<file path="config.mk">
export PLATFORM = sky130hd
export DESIGN_NAME = hazard_stall_ctrl
export DESIGN_NICKNAME = d
export VERILOG_FILES = /design/src/rtl/hazard_stall_ctrl.sv
export SDC_FILE = /design/constraint.sdc
export NUM_CORES = 1
export LEC_CHECK = 0
export CAP_MARGIN = 0
export CORE_MARGIN = 5
export CORE_UTILIZATION = 50
export DETAILED_ROUTE_END_ITERATION = 16
export PLACE_DENSITY = 0.8
export SYNTH_ARGS = -nofsm -noshare
export SYNTH_HDL_FRONTEND = slang
export SYNTH_SLANG_ARGS = --single-unit
</file>
<file path="constraint.sdc">
create_clock -name clk -period 5.39 [get_ports clk]
set_clock_uncertainty 0.1 [all_clocks]
set_input_delay 1.078 -clock clk [delete_from_list [all_inputs] [get_ports clk]]
set_output_delay 1.078 -clock clk [all_outputs]
set_load 0.1 [all_outputs]
</file>
<file path="src/rtl/hazard_stall_ctrl.sv">
// Hazard and stall controller for the five-stage RV32I pipeline: load-use bubbles,
// memory wait-state freezes, taken-branch flushes, performance counters and hang flag.

package regfilemux;
  typedef enum logic [3:0] {
    alu_out  = 4'b0000,
    br_en    = 4'b0001,
    u_imm    = 4'b0010,
    lw       = 4'b0011,
    pc_plus4 = 4'b0100,
    lb       = 4'b0101,
    lbu      = 4'b0110,
    lh       = 4'b0111,
    lhu      = 4'b1000
  } regfilemux_sel_t;
endpackage

module hazard_stall_ctrl #(
  parameter int HANG_LIMIT = 1024,
  parameter int CNT_W      = 32
) (
  input  logic                       clk,
  input  logic                       rst,
  input  regfilemux::regfilemux_sel_t ID_EX_regfile_sel,
  input  logic [4:0]                 ID_EX_rd,
  input  logic                       ID_EX_load_regfile,
  input  logic [4:0]                 IF_ID_rs1,
  input  logic [4:0]                 IF_ID_rs2,
  input  logic                       IF_ID_use_rs1,
  input  logic                       IF_ID_use_rs2,
  input  logic                       br_taken,
  input  logic                       imem_resp,
  input  logic                       dmem_req,
  input  logic                       dmem_resp,
  output logic                       load_pc,
  output logic                       load_if_id,
  output logic                       load_id_ex,
  output logic                       load_ex_mem,
  output logic                       load_mem_wb,
  output logic                       flush_if_id,
  output logic                       flush_id_ex,
  output logic [CNT_W-1:0]           stall_cnt,
  output logic [CNT_W-1:0]           lu_cnt,
  output logic [CNT_W-1:0]           flush_cnt,
  output logic                       hang
);

  localparam int RUN_W = $clog2(HANG_LIMIT) + 1;
  localparam logic [RUN_W-1:0] RUN_LIMIT = RUN_W'(HANG_LIMIT);

  typedef enum logic [1:0] {RUN, LOAD_STALL, MEM_STALL} state_t;

  state_t           state_q, state_d;
  logic             lu_done_q, lu_done_d;
  logic [CNT_W-1:0] stall_cnt_q, stall_cnt_d;
  logic [CNT_W-1:0] lu_cnt_q, lu_cnt_d;
  logic [CNT_W-1:0] flush_cnt_q, flush_cnt_d;
  logic [RUN_W-1:0] run_cnt_q, run_cnt_d;
  logic             hang_q, hang_d;

  logic is_load, lu_haz, mem_wait;

  always_comb begin
    is_load  = ID_EX_regfile_sel inside {regfilemux::lw, regfilemux::lb, regfilemux::lbu,
                                         regfilemux::lh, regfilemux::lhu};
    lu_haz   = is_load && ID_EX_load_regfile && (ID_EX_rd != 5'd0) &&
               ((IF_ID_use_rs1 && (IF_ID_rs1 == ID_EX_rd)) ||
                (IF_ID_use_rs2 && (IF_ID_rs2 == ID_EX_rd)));
    mem_wait = !imem_resp || (dmem_req && !dmem_resp);
  end

  always_comb begin
    load_pc     = 1'b0;
    load_if_id  = 1'b0;
    load_id_ex  = 1'b0;
    load_ex_mem = 1'b0;
    load_mem_wb = 1'b0;
    flush_if_id = 1'b0;
    flush_id_ex = 1'b0;
    state_d     = state_q;
    lu_done_d   = lu_done_q;
    stall_cnt_d = stall_cnt_q;
    lu_cnt_d    = lu_cnt_q;
    flush_cnt_d = flush_cnt_q;
    run_cnt_d   = run_cnt_q;
    hang_d      = hang_q;

    if (rst) begin
      if (mem_wait) begin
        // Freeze everything; lu_done is untouched so a pending bubble resumes afterward.
        state_d     = MEM_STALL;
        stall_cnt_d = (stall_cnt_q == '1) ? stall_cnt_q : stall_cnt_q + 1'b1;
        run_cnt_d   = (run_cnt_q == RUN_LIMIT) ? run_cnt_q : run_cnt_q + 1'b1;
      end else begin
        run_cnt_d = '0;
        if (br_taken) begin
          {load_pc, load_if_id, load_id_ex, load_ex_mem, load_mem_wb} = '1;
          flush_if_id = 1'b1;
          flush_id_ex = 1'b1;
          state_d     = RUN;
          lu_done_d   = 1'b0;
          flush_cnt_d = (flush_cnt_q == '1) ? flush_cnt_q : flush_cnt_q + 1'b1;
        end else if (lu_haz && (state_q != LOAD_STALL) && !lu_done_q) begin
          load_id_ex  = 1'b1;
          flush_id_ex = 1'b1;
          load_ex_mem = 1'b1;
          load_mem_wb = 1'b1;
          state_d     = LOAD_STALL;
          lu_done_d   = 1'b1;
          lu_cnt_d    = (lu_cnt_q == '1) ? lu_cnt_q : lu_cnt_q + 1'b1;
        end else begin
          {load_pc, load_if_id, load_id_ex, load_ex_mem, load_mem_wb} = '1;
          state_d   = RUN;
          lu_done_d = 1'b0;
        end
      end
      if (run_cnt_d == RUN_LIMIT) hang_d = 1'b1;
    end
  end

  always_ff @(posedge clk) begin
    if (!rst) begin
      state_q     <= RUN;
      lu_done_q   <= 1'b0;
      stall_cnt_q <= '0;
      lu_cnt_q    <= '0;
      flush_cnt_q <= '0;
      run_cnt_q   <= '0;
      hang_q      <= 1'b0;
    end else begin
      state_q     <= state_d;
      lu_done_q   <= lu_done_d;
      stall_cnt_q <= stall_cnt_d;
      lu_cnt_q    <= lu_cnt_d;
      flush_cnt_q <= flush_cnt_d;
      run_cnt_q   <= run_cnt_d;
      hang_q      <= hang_d;
    end
  end

  assign stall_cnt = stall_cnt_q;
  assign lu_cnt    = lu_cnt_q;
  assign flush_cnt = flush_cnt_q;
  assign hang      = hang_q;

endmodule

</file>
==> results.tsv <==
stage	metric	value	unit
min_path	Min-Delay Path Class	reg -> reg	
floorplanning	Initial Utilization	51.5	%
synth	syn_area_per_cell	8.29	um^2
placed_design	Inst Count DP	928	
final_layout	final-stage net count	832	
detailed_routing	Pre-antenna DRT Iters	5	
clock_network	Clock Latency Late Sink	350	ps
pwr	Pwr per Cell Area	217	nW/um^2
synth	dominant synthesized flop cell	dfxtp_1	
status	status	finished clean	
synth	Post-synth EDFFs	0	
floorplanning	die area	13500	um^2
detailed_routing	Antenna Nets Post-Route	0	
final_layout	multi-input combinational cell area	3250	um^2
critical_path	Worst EP arrival	2960	ps
placed_design	GP Congestion	0.867	
clock_network	hold_buf cts	0	
critical_path	path depth of the worst reg2reg path	7	
synth	Synth Area in Compound Gates	10.2	%
floorplanning	I/O pin cnt	132	
timing	Final Cycle Share	76.7	%
synth	XOR/XNOR Fraction of Synth Area	11.8	%
clock_network	CTS Sinks	111	
timing	final setup TNS	0	ps
critical_path	WP data required	4210	ps
critical_path	CP Capture Type	output port	
synth	sequential fraction of the synthesis area	39.3	%
detailed_routing	wire per inst	16.0	um
clock_network	CTS Buffer Depth	2	
final_layout	Seq. cell area	2220	um^2
synth	syn nets	715	
synth	mux contribution to synthesized area	0.531	%
clock_network	PostCTS Resize Cnt	0	
clock_network	Clock transition at path regs	70	ps
floorplanning	Die W	116	um
synth	post-synth top area cell	dfxtp_1	
detailed_routing	final WL	15.1	mm
final_layout	P&R area growth vs syn	29.2	%
clock_network	CTS tree	yes	
synth	Yosys top cell area share	39.3	%
timing	Slew @ Worst Pin	1210	ps
critical_path	worst-path fanout max	6	
final_layout	Layout fillers	952	
critical_path	r2r setup slk	2380	ps
global_routing	Total Routing Usage GR	22.4	%
synth	Seq cells post-synth	111	
synth	ranking of synthesized cells by area	dfxtp_1 39%, xor2_1 8.5%, nor2_1 5.4%	
job	max-cap violations	0	
clock_network	CTS Buf Count	9	
timing	Final Setup Violations	0	
synth	main combinational cell family by area after synthesis	simple AND/OR/NAND/NOR gates	
clock_network	htree depth	3	
synth	most frequent cells after synthesis	111 x dfxtp_1, 82 x nor2_1, 55 x xor2_1	
pwr	Pwr Total	1580	uW
timing	Tmin final	4130	ps
synth	Syn Std Cell Area	5650	um^2
timing	f_max	242	MHz
floorplanning	die height	116	um
synth	Syn Inst Count	682	
detailed_routing	DRC Markers	0	
floorplanning	row cnt	38	
critical_path	crit path to	load_pc	
synth	top-count cell post-synth	dfxtp_1	
critical_path	Crit. Startpoint	imem_resp	
pwr	peak supply drop	0.000166	V
pwr	LEAKAGE	0.00245	uW
synth	Distinct cells, synth	50	
detailed_routing	via count	5440	
critical_path	worst r2r dst	lu_cnt[31]	
global_routing	antenna violations before repair	0	
global_routing	grt ovf	0	
clock_network	setup bufs post-CTS	0	
detailed_routing	drt initial violations	364	
critical_path	Critical R2R Launch	lu_cnt[0]	
global_routing	vias in the first global route	5106	
synth	async set-or-reset flop fraction in the synthesized netlist	0	%
synth	area share of and/or/nand/nor cells after synthesis	33.7	%
floorplanning	core area	11000	um^2
global_routing	first-pass GRT wire length	24.7	mm
timing	final slew viol count	0	
critical_path	crit path kind	in -> out	
clock_network	Root Driver	clkbuf_16	
placed_design	HPWL after detailed placement	11.0	mm
detailed_routing	DR vias/cell	5.76	
final_layout	# diodes	0	
final_layout	Layout Cells excl Fill	944	
timing	unrepaired setup endpoints after global routing	false	
timing	Final Hold Viols	0	
final_layout	layout cells sized above 1	4.48	%
final_layout	fin util	66.5	%
global_routing	pin count of the biggest net entering global routing	71	
synth	Post-Synth Adder-Cell Area	1.28	%
timing	relative slew slack	19.1	%
critical_path	crit path launch type	input pin	
synth	Yosys warning total	0	
placed_design	Port Buffers	131	
## placed cells by master (no fill, tap or decap), types with 3 or more instances in the layout
master	Yosys	layout
or4_1	10	10
clkdlybuf4s50_1	0	124
o211ai_1	3	3
a31oi_1	5	5
nand2b_1	6	6
and3_1	17	17
inv_1	13	13
nor2_1	82	82
nand3b_1	5	5
o21ai_0	29	29
xor2_1	55	55
nor4_1	6	6
buf_4	4	11
o31ai_1	11	11
a21oi_1	36	36
dfxtp_1	111	111
ha_1	5	5
clkbuf_16	0	9
nor3_1	9	9
nand4_1	39	39
mux2i_1	3	3
xnor2_1	21	21
and4_1	23	23
nand2_1	49	49
and2_1	12	12
or3_1	24	24
nand3_1	47	47
## cell type report
class	instances	share of cell area [%]
repair buffers	135	18.1
clock inverters	3	0.240
well taps	140	2.40
inverters	14	0.719
flip-flops and latches	111	30.4
multi-input cells	528	44.5
clock buffers	13	3.56
## state kept, by name, indices dropped and copies added (netlist names)
register and flops:
flush_cnt 32, lu_cnt 32, stall_cnt 32, run_cnt_q 11
state_q 2, hang 1, lu_done_q 1
## worst max-delay path: stages
cell             delay, ps
clkdlybuf4s50_1        610
inv_1                  110
nor2_1                 370
nand2_1                200
a31oi_1                250
buf_4                  340
## metal layers
layer / share of wire, % / global-route usage (%) / vias to the layer above
li1: - / - / 2698
met1: 43 / 27.7 / 2560
met2: 49 / 38.1 / 155
met3: 5.4 / 4.92 / 27
met4: 2.1 / 8.35 / 0
met5: 0 / 0 / -
## kinds of logic (layout without fill, tap and decap cells)
group                      Yosys count  after routing
AOI/OAI and AO/OA                   98             98
muxes                                3              3
adders and majority gates            6              6
xor gates and xnor gates            76             76
and+or+nand+nor                    345            345
buffers and inverters               43            165
DFF                                111            111
## worst min-delay path by stage
stage                   start        end  slack [ps]  cells after the start
finish              lu_done_q  lu_done_q         350                      1
CTS                 lu_done_q  lu_done_q         360                      1
global route        lu_done_q  lu_done_q         370                      1
floorplan           lu_done_q  lu_done_q         320                      1
detailed placement  lu_done_q  lu_done_q         340                      1
global placement    lu_done_q  lu_done_q         330                      1
## metrics by stage
step	setup slack, ps	hold WS [ps]	instance area [um^2]
floorplan	274	317	5650
global placement	1340	331	7030
finish	1260	355	7300
detailed placement	1270	341	7030
CTS	1270	357	7300
global route	1090	369	7300
## power breakdown
group | total, uW | internal, uW | switching, uW
Clock | 628 | 338 | 291
Combinational | 126 | 42.9 | 83.0
Sequential | 830 | 824 | 5.55
Total | 1580 | 1200 | 379
Note: power is estimated with default switching activity, not from simulation.
